## src/rtl/serial_adder_seq.sv

```systemverilog
// Multi-cycle WIDTH-bit adder: two bits per clock through one 2-bit slice with a registered carry.
// Optional signed-overflow output out_ovf is built only when SERIAL_ADDER_OVF_EN is defined.
module serial_adder_seq #(
    parameter int WIDTH = 8
) (
    input  logic             clk,
    input  logic             rst_n,
    input  logic             in_valid,
    output logic             in_ready,
    input  logic [WIDTH-1:0] in_a,
    input  logic [WIDTH-1:0] in_b,
    input  logic             in_cin,
    output logic             out_valid,
    input  logic             out_ready,
    output logic [WIDTH-1:0] out_sum,
    output logic             out_cout
`ifdef SERIAL_ADDER_OVF_EN
    ,
    output logic             out_ovf
`endif
);

    localparam int SLICES = WIDTH / 2;
    localparam int IDX_W  = (SLICES > 1) ? $clog2(SLICES) : 1;
    localparam logic [IDX_W-1:0] LAST_IDX = IDX_W'(SLICES - 1);

    generate
        if ((WIDTH < 2) || ((WIDTH % 2) != 0)) begin : g_bad_width
            $error("serial_adder_seq: WIDTH must be even and at least 2");
        end
    endgenerate

    typedef enum logic [1:0] {
        IDLE = 2'd0,
        CALC = 2'd1,
        DONE = 2'd2
    } state_t;

    state_t           state_reg;
    logic [WIDTH-1:0] a_reg;
    logic [WIDTH-1:0] b_reg;
    logic [WIDTH-1:0] sum_reg;
    logic             carry_reg;
    logic [IDX_W-1:0] idx_reg;

    // Operands viewed as 2-bit pairs so the active slice is a plain array lookup.
    logic [1:0] a_pairs [SLICES];
    logic [1:0] b_pairs [SLICES];

    genvar gi;
    generate
        for (gi = 0; gi < SLICES; gi++) begin : g_pairs
            assign a_pairs[gi] = a_reg[2*gi +: 2];
            assign b_pairs[gi] = b_reg[2*gi +: 2];
        end
    endgenerate

    logic [1:0] a_sl;
    logic [1:0] b_sl;
    logic [2:0] slice_res;

    assign a_sl      = a_pairs[idx_reg];
    assign b_sl      = b_pairs[idx_reg];
    assign slice_res = {1'b0, a_sl} + {1'b0, b_sl} + {2'b00, carry_reg};
    assign out_sum   = sum_reg;

`ifdef SERIAL_ADDER_OVF_EN
    // Carry into the MSB; only meaningful while the final slice is active.
    logic c_mid;
    assign c_mid = (a_sl[0] & b_sl[0]) | (carry_reg & (a_sl[0] ^ b_sl[0]));
`endif

    always_ff @(posedge clk) begin
        if (!rst_n) begin
            state_reg <= IDLE;
            in_ready  <= 1'b1;
            out_valid <= 1'b0;
            out_cout  <= 1'b0;
            a_reg     <= '0;
            b_reg     <= '0;
            sum_reg   <= '0;
            carry_reg <= 1'b0;
            idx_reg   <= '0;
`ifdef SERIAL_ADDER_OVF_EN
            out_ovf   <= 1'b0;
`endif
        end else begin
            case (state_reg)
                IDLE: begin
                    if (in_valid) begin
                        a_reg     <= in_a;
                        b_reg     <= in_b;
                        carry_reg <= in_cin;
                        idx_reg   <= '0;
                        sum_reg   <= '0;
                        in_ready  <= 1'b0;
                        state_reg <= CALC;
                    end
                end
                CALC: begin
                    for (int i = 0; i < SLICES; i++) begin
                        if (idx_reg == IDX_W'(i)) begin
                            sum_reg[2*i +: 2] <= slice_res[1:0];
                        end
                    end
                    carry_reg <= slice_res[2];
                    if (idx_reg == LAST_IDX) begin
                        out_cout  <= slice_res[2];
`ifdef SERIAL_ADDER_OVF_EN
                        out_ovf   <= c_mid ^ slice_res[2];
`endif
                        out_valid <= 1'b1;
                        state_reg <= DONE;
                    end else begin
                        idx_reg <= idx_reg + 1'b1;
                    end
                end
                DONE: begin
                    if (out_ready) begin
                        out_valid <= 1'b0;
                        in_ready  <= 1'b1;
                        state_reg <= IDLE;
                    end
                end
                default: begin
                    state_reg <= IDLE;
                    in_ready  <= 1'b1;
                    out_valid <= 1'b0;
                end
            endcase
        end
    end

endmodule

```

## config.mk

```make
export PLATFORM = sky130hd
export DESIGN_NAME = serial_adder_seq
export DESIGN_NICKNAME = d
export VERILOG_FILES = /design/src/rtl/serial_adder_seq.sv
export SDC_FILE = /design/constraint.sdc
export NUM_CORES = 1
export LEC_CHECK = 0
export ABC_AREA = 0
export BUFFER_PORTS_ARGS = -buffer_cell sky130_fd_sc_hd__clkbuf_2
export CAP_MARGIN = 20
export CORE_ASPECT_RATIO = 0.7
export CORE_MARGIN = 2
export CORE_UTILIZATION = 50
export CTS_CLUSTER_DIAMETER = 60
export DETAILED_ROUTE_END_ITERATION = 6
export GPL_TIMING_DRIVEN = 0
export MAX_ROUTING_LAYER = met4
export PLACE_DENSITY = 0.7
export SETUP_SLACK_MARGIN = 0.1
export SLEW_MARGIN = 10
export SYNTH_ARGS = -nofsm -noshare
export SYNTH_HDL_FRONTEND = slang
export SYNTH_SLANG_ARGS = --single-unit
```

## constraint.sdc

```tcl
create_clock -name clk -period 5.95 [get_ports clk]
set_clock_uncertainty 0.2 [all_clocks]
set_input_delay 0 -clock clk [delete_from_list [all_inputs] [get_ports clk]]
set_output_delay 0 -clock clk [all_outputs]
set_load 0.05 [all_outputs]
```

---- Word level (Yosys, flattened, before mapping) ----
Cells that the tools add are included.
operators by class
  magnitude comparators ................... 1
  bitwise logic cells ..................... 3
  reduce and logical (&&, ||, !) cells .... 14
  shift-type cells ........................ 0
  multipliers ............................. 0
  muxes and demuxes ....................... 27
  div/mod/pow operators ................... 0
  eq/ne operators ......................... 12
  add/subtract/negate cells ............... 3
operators with widths
  cell                                                              number
  2-bit 2-to-1 mux                                                  13
  3-bit AND reduction                                               8
  8-bit case mux with 2 select lines                                1
  2-bit inequality test (second input constant)                     7
  2-bit binary-select mux with 2-bit select                         2
  8-bit 2-to-1 mux                                                  1
  2-bit == test (second input constant)                             3
  1-bit case mux with 3 select lines                                2
  2-bit case mux with 3 select lines                                1
  2-bit AND reduction                                               3
  1-bit 2-to-1 mux                                                  5
  2-bit by 1-bit == test with 1-bit output (second input constant)  2
  2-bit logical NOT                                                 2
  2-bit case mux with 2 select lines                                1
  2-bit by 2-bit adder with 3-bit output                            1
  3-bit by 1-bit adder with 3-bit output                            1
  3-bit >= comparator (second input constant)                       1
  2-bit inverter with 3-bit output                                  1
  2-bit by 1-bit adder with 2-bit output (second input constant)    1
  1-bit inverter                                                    2
  1-bit case mux with 2 select lines                                1
  2-bit nonzero test                                                1
word-level totals
  memory bits (read-only) ................. 0
  word-level logic and storage cells ...... 72
  memories kept ........................... 0
  register bits ........................... 32
  input bits .............................. 21
  bits in latches ......................... 0
  memory bits (writable) .................. 0

---- Longest topological paths before layout ----
Gate-level depths: netlist of the first run.
  depth in word-level cells ............... 8
  gate-level depth with buffers ........... 6

---- Least setup slack after synthesis of the first run ----
OpenSTA, ideal clock, no wires.
  kind .................................... flip-flop to flip-flop
  from .................................... register idx_reg[0]
  to ...................................... register sum_reg[1], in the netlist out_sum[1]
  path buffers ............................ 1
  setup slack ............................. 3510 ps
  setup time .............................. 75 ps
  cell stages (with the launch flop) ...... 7
  data required time ...................... 5675 ps
  data arrival time ....................... 2166 ps
  period minus slack after synthesis ...... 2440 ps
  path through ............................ dfxtp_1 > buf_2 > mux4_2 > fa_1 > fa_1 > nand2_1 > o22ai_1
between the ends
  word-level cells in the longest chain between the ends .. 8
ends and longest elaborated chain
  what                                                                 RTL line  source
  from (decl)                                                          44        logic [IDX_W-1:0] idx_reg;
  from (signal assigned)                                               115       idx_reg <= idx_reg + 1'b1;
  2-bit inverter with 3-bit output (not written as such)               62, 63
  2-bit binary-select mux with 2-bit select, on equally long branches  62, 63
  2-bit 2-to-1 mux, on equally long branches (2 in series)             62, 63
  2-bit by 2-bit adder with 3-bit output                               64        assign slice_res = {1'b0, a_sl} + {1'b0, b_sl} + {2'b00, carry_reg};
  3-bit by 1-bit adder with 3-bit output                               64
  2-bit 2-to-1 mux                                                     102       if (idx_reg == IDX_W'(i)) begin
  8-bit case mux with 2 select lines                                   88        case (state_reg)
  to (signal, indexed assignment)                                      103       sum_reg[2*i +: 2] <= slice_res[1:0];
  to (decl)                                                            42        logic [WIDTH-1:0] sum_reg;
Parallel ways exist; a longest one is shown, timed or not. The select of a mux whose other input is x is not followed.
A chain may end at the register's enable or synchronous reset.

---- Worst setup path after layout of the first run ----
  from .................................... register idx_reg[0]
  to ...................................... register sum_reg[3], in the netlist out_sum[3]
The elaborated chain is that of the path after synthesis.

==> results of run 1 <==
## metal layers
layer  track usage [%]  vias up
li1                  -      664
met1              30.1      640
met2              37.4       34
met3              7.85        6
met4              8.00        0
met5                 -        -
## synth_stat cells, drive strengths merged
library cell	count	area, um^2
ha	4	50.1
clkbuf	3	11.3
nand2b	2	12.5
a2111oi	1	8.76
nand4b	2	17.5
mux2i	3	30.0
or2	1	6.26
inv	4	15.0
o32a	1	10.0
mux4	4	90.1
nor3b	1	18.8
a21oi	22	110
nand3b	4	30.0
dfxtp	32	641
o32ai	1	8.76
nand2	47	176
nor2	4	15.0
buf	7	62.6
o22ai	7	43.8
fa	2	40.0
or3b	3	28.8
o21ai	4	20.0
## power by group
| part | total (mW) | switching, mW | internal, mW | leakage (nW) |
|---|---|---|---|---|
| Clock | 0.172 | 0.0775 | 0.0942 | 0.0455 |
| Sequential | 0.231 | 0.00610 | 0.224 | 0.261 |
| Combinational | 0.0799 | 0.0423 | 0.0376 | 0.515 |
| Total | 0.482 | 0.126 | 0.356 | 0.822 |
## critical path, delay by kind of cell, from the launching register on
family / cells / cell delay, ns
compound gates: 1 / 0.18
flops: 1 / 0.37
mux: 1 / 0.53
simple gates: 1 / 0.11
fa+ha+maj: 2 / 0.93
buf+inv: 1 / 0.23
## worst paths after layout
path                end
max reg2reg  out_sum[3]
min            b_reg[7]
min reg2reg    b_reg[7]
max          out_sum[3]
## cell type report
type / instances / area, um^2 / area share, %
inverter: 4 / 15.0 / 0.771
buffer: 10 / 73.8 / 3.79
clock buffer: 8 / 90.1 / 4.63
multi-input combinational: 113 / 717 / 36.8
timing repair buffer: 52 / 365 / 18.8
tap: 36 / 45.0 / 2.31
sequential: 32 / 641 / 32.9
## timing repair
item / CTS / global route
setup buffers: 0 / 0
endpoints found under the hold margin: 29 / 0
hold buffers: 21 / 0
## cells by family after synthesis
group,count (synthesis),synth area share [%]
flops,32,44.3
simple gates,64,21.1
buf+inv,14,6.14
fa+ha+maj,6,6.23
mux,7,8.30
compound gates,36,13.9
## stage by stage
step | setup WS [ns] | util, % | power, mW | area [um^2] | hold slack (ns)
floorplan | 3.51 | - | 0.283 | 1450 | -0.0640
global placement | 3.35 | 59.2 | 0.302 | 1650 | 0.0230
detailed placement | 3.31 | 59.2 | 0.305 | 1650 | 0.0317
CTS | 3.30 | 70.0 | 0.484 | 1950 | 0.256
global route | 3.18 | 70.0 | 0.506 | 1950 | 0.277
finish | 3.32 | 70.0 | 0.482 | 1950 | 0.255
==> summary.txt, run 1 <==
Logic synthesis
  – Seq/Total Area, Yosys: 44.3%
  – FF+latch count, synth: 32
  – Post-Syn Nets: 186
  – Yosys warnings: 0
  – Synthesized cell area: 1450 um^2
  – Unique masters post-synth: 25
  – Mean Syn Cell Area: 9.10 um^2
  – Cells after synthesis: 159

Drt
  – DRC violations left: 0
  – Top Layer Used: met4
  – DR vias: 1344
  – Routed met1 length: 1.52 mm
  – Met2 wire len: 1.61 mm
  – WL/cell: 13.4 um
  – Starting DRT DRC Count: 90
  – Detail Route Antenna Nets: 0
  – Vias/cell: 5.27
  – Final WL: 3.42 mm
  – Drt pass-1 iters: 4
  – Met3 wire length: 217 um

Floorplan
  – Die Y: 49 um
  – Die Area: 3350 um^2
  – Die X: 68.3 um
  – Row cnt: 16
  – # IOs: 32
  – Initial cell density of the core: 52.0%
  – Core ar.: 2780 um^2

Setup path
  – CP Launch Point: idx_reg[0]
  – Most common cell on crit path: fa_1
  – Critical-path top delay cell: mux4_2
  – Slowest Stage Delay on Critical Path: 0.53 ns
  – Cells along the critical path: buf_2, mux4_2, fa_1, fa_1, nand2_1, o22ai_1
  – Flop2flop setup slack: 3.32 ns
  – Critical path fanouts, max: 6
  – Critical Path RT: 5.96 ns
  – R2r worst-path depth: 6
  – Reg2Reg Launch Point: idx_reg[0]
  – Worst EP arrival: 2.64 ns
  – Kind of end point of the critical path: register
  – Element type at the critical path start: register
  – Critical path class: reg2reg

Global route
  – GRT overflow: 0
  – Total track usage: 24.3%
  – Initial antenna violation count: 0
  – Vias in the first global route: 1282
  – Largest net degree at the start of global routing: 11
  – Global-route wire length before repair: 5.70 mm

Status
  – Status: finished, final reports clean

Hold path
  – Hold Path Cell Cnt: 2
  – Hold crit path type: reg2reg
  – Hold Startpoint: b_reg[7]

STA
  – Measured slew at the worst slew-check pin: 0.528 ns
  – Final period util: 44.2%
  – Highest clock rate: 380 MHz
  – Final setup violation count: 0
  – Setup TNS: 0 ns
  – Final min period: 2.63 ns
  – RSZ-0062 raised after global routing: no
  – Max Slew Vio Count: 0
  – Rel. slew slack: 64.8%
  – Hold Violations, Final: 0

Clocking
  – Maximum level of the CTS H-tree: 2
  – Clk_lat worst skew: 0.29 ns
  – Root Driver: clkbuf_8
  – CTS tree: yes
  – Clock-pin slew on the worst setup and hold paths: 0.06 ns
  – Sink Count: 32
  – PostCTS Resize Cnt: 0
  – Maximum root-to-sink buffer count: 2
  – CTS buffer count: 5

Layout
  – Finished Layout Cells: 255
  – Commonest non-fill, non-tap cells in the layout: 47 x nand2_1, 32 x dfxtp_1, 31 x clkbuf_2, 22 x a21oi_1, 21 x dlygate4sd3_1
  – Layout Nets: 245
  – Fillers: 229
  – Area Overhead vs Synth: 34.6%
  – N_diodes: 0
  – Most common cell after layout, fill and taps aside: nand2_1
  – Share of cells above drive strength 1: 24.2%

Placed design
  – IO buf count: 31
  – Placed cells: 226
  – Final GP Congestion: 0.785
  – Detailed placement HPWL: 2.40 mm

Power
  – Leakage power: 0.822 nW
  – Power density over the cells: 248 nW/um^2
  – Max VDD drop: 0.000165 V

Run
  – MaxCap Viol Count: 0
No activity file was read; power rests on OpenSTA's default activity.
==> inputs of run 2 (changes only) <==
Settings changed: CORE_UTILIZATION 50 to 47, PLACE_DENSITY 0.7 to 0.69.
Clock period 5.95 ns to 2.3 ns, I/O delays scaled along.
==> run 2 against run 1 <==
  * The flow now finishes with violations (negative setup slack)
  * Sequential share of layout area decreased by 0.86 points
  * Die area increased by 5.9%
  * Largest power group unchanged
  * Final area increased by 2.9%
  * Utilization about the same
  * Register-to-register slack got worse by 3.4 ns
  * Combinational power increased to 2.8 times the previous value
  * Critical endpoint is now out_sum[1]
  * Count of clock-buffer cells in the layout decreased by 1
  * Sequential power increased to 2.6 times the previous value
==> summary.txt, run 2 (same netlist as run 1, synthesis figures left out) <==
Floorplan
  – Die X: 70.3 um (was 68.3 um)
  – Die Y: 50.4 um (was 49 um)
  – # IOs: 32 (unchanged)
  – Row cnt: 16 (unchanged)
  – Core ar.: 2860 um^2 (was 2780 um^2)
  – Initial cell density of the core: 50.5% (was 52.0%)
  – Die Area: 3540 um^2 (was 3350 um^2)

STA
  – Final min period: 2.40 ns (was 2.63 ns)
  – Hold slack: 0.261 ns (was 0.255 ns)
  – Final worst-path setup slack: -0.101 ns (was 3.32 ns)
  – Max Slew Vio Count: 0 (unchanged)
  – RSZ-0062 raised after global routing: yes (was no)
  – Hold Violations, Final: 0 (unchanged)
  – Highest clock rate: 416 MHz (was 380 MHz)
  – Rel. slew slack: 63.6% (was 64.8%)
  – Final period util: 104% (was 44.2%)
  – Measured slew at the worst slew-check pin: 0.545 ns (was 0.528 ns)
  – Final setup violation count: 4 (was 0)

Power
  – Max VDD drop: 0.000477 V (was 0.000165 V)
  – Power, Total: 1.27 mW (was 0.482 mW)
  – Leakage power: 0.843 nW (was 0.822 nW)
  – Power density over the cells: 636 nW/um^2 (was 248 nW/um^2)

Setup path
  – Element type at the critical path start: register (unchanged)
  – Kind of end point of the critical path: register (unchanged)
  – R2r worst-path depth: 6 (unchanged)
  – CP Launch Point: idx_reg[0] (unchanged)
  – Reg2Reg Launch Point: idx_reg[0] (unchanged)
  – Flop2flop setup slack: -0.10 ns (was 3.32 ns)
  – Reg-to-reg critical path endpoint: out_sum[1] (was out_sum[3])
  – Most common cell on crit path: fa_2 (was fa_1)
  – Critical path fanouts, max: 3 (was 6)
  – Slowest Stage Delay on Critical Path: 0.56 ns (was 0.53 ns)
  – Worst EP arrival: 2.40 ns (was 2.64 ns)
  – Cells along the critical path: buf_6, mux4_2, fa_2, fa_2, nand2_2, o22ai_1 (was buf_2, mux4_2, fa_1, fa_1, nand2_1, o22ai_1)
  – Critical path class: reg2reg (unchanged)
  – Critical-path top delay cell: fa_2 (was mux4_2)
  – Critical Path RT: 2.30 ns (was 5.96 ns)

Clocking
  – Maximum root-to-sink buffer count: 2 (unchanged)
  – CTS tree: yes (unchanged)
  – Maximum level of the CTS H-tree: 2 (unchanged)
  – Clk_lat worst skew: 0.27 ns (was 0.29 ns)
  – Sink Count: 32 (unchanged)
  – Clock-pin slew on the worst setup and hold paths: 0.06 ns (about the same)
  – Root Driver: clkbuf_8 (unchanged)
  – CTS buffer count: 5 (unchanged)

Drt
  – WL/cell: 13.2 um (was 13.4 um)
  – DRC violations left: 0 (unchanged)
  – Final WL: 3.40 mm (was 3.42 mm)
  – Vias/cell: 5.10 (was 5.27)
  – Drt pass-1 iters: 4 (unchanged)
  – Detail Route Antenna Nets: 0 (unchanged)
  – Starting DRT DRC Count: 78 (was 90)
  – DR vias: 1311 (was 1344)

Layout
  – Storage cell area: 642 um^2 (was 641 um^2)
  – Core Util, Final: 70.0% (about the same)
  – N_diodes: 0 (unchanged)
  – Share of cells above drive strength 1: 28.5% (was 24.2%)
  – Fillers: 222 (was 229)
  – Finished Layout Cells: 257 (was 255)
  – Multi-input gate area: 737 um^2 (was 717 um^2)
  – Area Overhead vs Synth: 38.5% (was 34.6%)
  – Layout Nets: 248 (was 245)
  – Most common cell after layout, fill and taps aside: nand2_1 (unchanged)
  – Commonest non-fill, non-tap cells in the layout: 46 x nand2_1, 31 x dfxtp_1, 31 x clkbuf_2, 22 x a21oi_1, 21 x dlygate4sd3_1 (was 47 x nand2_1, 32 x dfxtp_1, 31 x clkbuf_2, 22 x a21oi_1, 21 x dlygate4sd3_1)

Global route
  – Global-route wire length before repair: 5.71 mm (was 5.70 mm)
  – GRT overflow: 0 (unchanged)
  – Initial antenna violation count: 0 (unchanged)
  – Total track usage: 22.0% (was 24.3%)
  – Largest net degree at the start of global routing: 11 (unchanged)
  – Vias in the first global route: 1267 (was 1282)

Placed design
  – Placed cells: 226 (unchanged)
  – Detailed placement HPWL: 2.28 mm (was 2.40 mm)
  – Final GP Congestion: 0.784 (was 0.785)
  – IO buf count: 31 (unchanged)

Status
  – Status: complete, but fails checks (was finished, final reports clean)
  – Failing checks: negative setup slack

Hold path
  – Hold Startpoint: a_reg[3] (was b_reg[7])
  – Worst Hold Path EP: a_reg[3] (was b_reg[7])
  – Hold Path Cell Cnt: 2 (unchanged)
  – Hold crit path type: reg2reg (unchanged)

Run
  – MaxCap Viol Count: 0 (unchanged)
run 2: cell types whose count changed in the layout (fill, tap and decap cells not counted), sizes merged:
cell / previous run / this run
clkbuf: 42 / 41
buf: 7 / 10
run 2: metal layers:
layer | part of all wire (%) | vias to the layer above | track usage, %
met5 | 0 | - | -
met4 | 0.47 | 0 | 5.45
met3 | 6.4 | 2 | 7.43
met2 | 47 | 38 | 35.4
met1 | 47 | 601 | 27.1
li1 | - | 670 | -
run 2: through the flow:
stage                     area, um^2  setup WS (ns)  setup TNS, ns
after floorplan                 1460       -0.00827        -0.0165
after global placement          1660         -0.156         -0.529
after detailed placement        1660         -0.168         -0.600
after CTS                       1980         -0.121         -0.417
after global routing            2000         -0.193         -0.691
final                           2000         -0.101         -0.311
run 2: worst max path at each step:
stage | endpoint | cells after the start | slack (ns)
floorplan | out_sum[1] | 6 | -0.008
global placement | out_sum[1] | 6 | -0.16
detailed placement | out_sum[1] | 6 | -0.17
CTS | out_sum[7] | 6 | -0.12
global route | out_sum[7] | 6 | -0.19
finish | out_sum[1] | 6 | -0.10
run 2: critical path, delay by kind of cell, from the launching register on:
| family | cells | cell delay, ns |
|---|---|---|
| DFF | 1 | 0.33 |
| muxes | 1 | 0.51 |
| AOI/OAI and AO/OA | 1 | 0.15 |
| and+or+nand+nor | 1 | 0.08 |
| buffers and inverters | 1 | 0.11 |
| adders and majority gates | 2 | 0.94 |
run 2: final cells by class:
| class | instances | share of cell area [%] |
|---|---|---|
| buffer | 10 | 4.00 |
| clock buffer | 7 | 4.81 |
| inverter | 4 | 0.750 |
| multi-input combinational | 113 | 36.8 |
| sequential | 32 | 32.0 |
| tap | 36 | 2.25 |
| timing repair buffer | 55 | 19.4 |
run 2: report_power, final:
part | internal [mW] | switching [mW]
logic | 0.107 | 0.115
clock network | 0.266 | 0.189
registers | 0.581 | 0.0159
run 2: timing repair:
item	in CTS	in global routing
setup endpoints to repair	6	6
pin swaps	7	3
buffers inserted	2	1
endpoints found under the hold margin	28	0
hold buffers	21	0
resized for setup	2	2
cloned	0	0
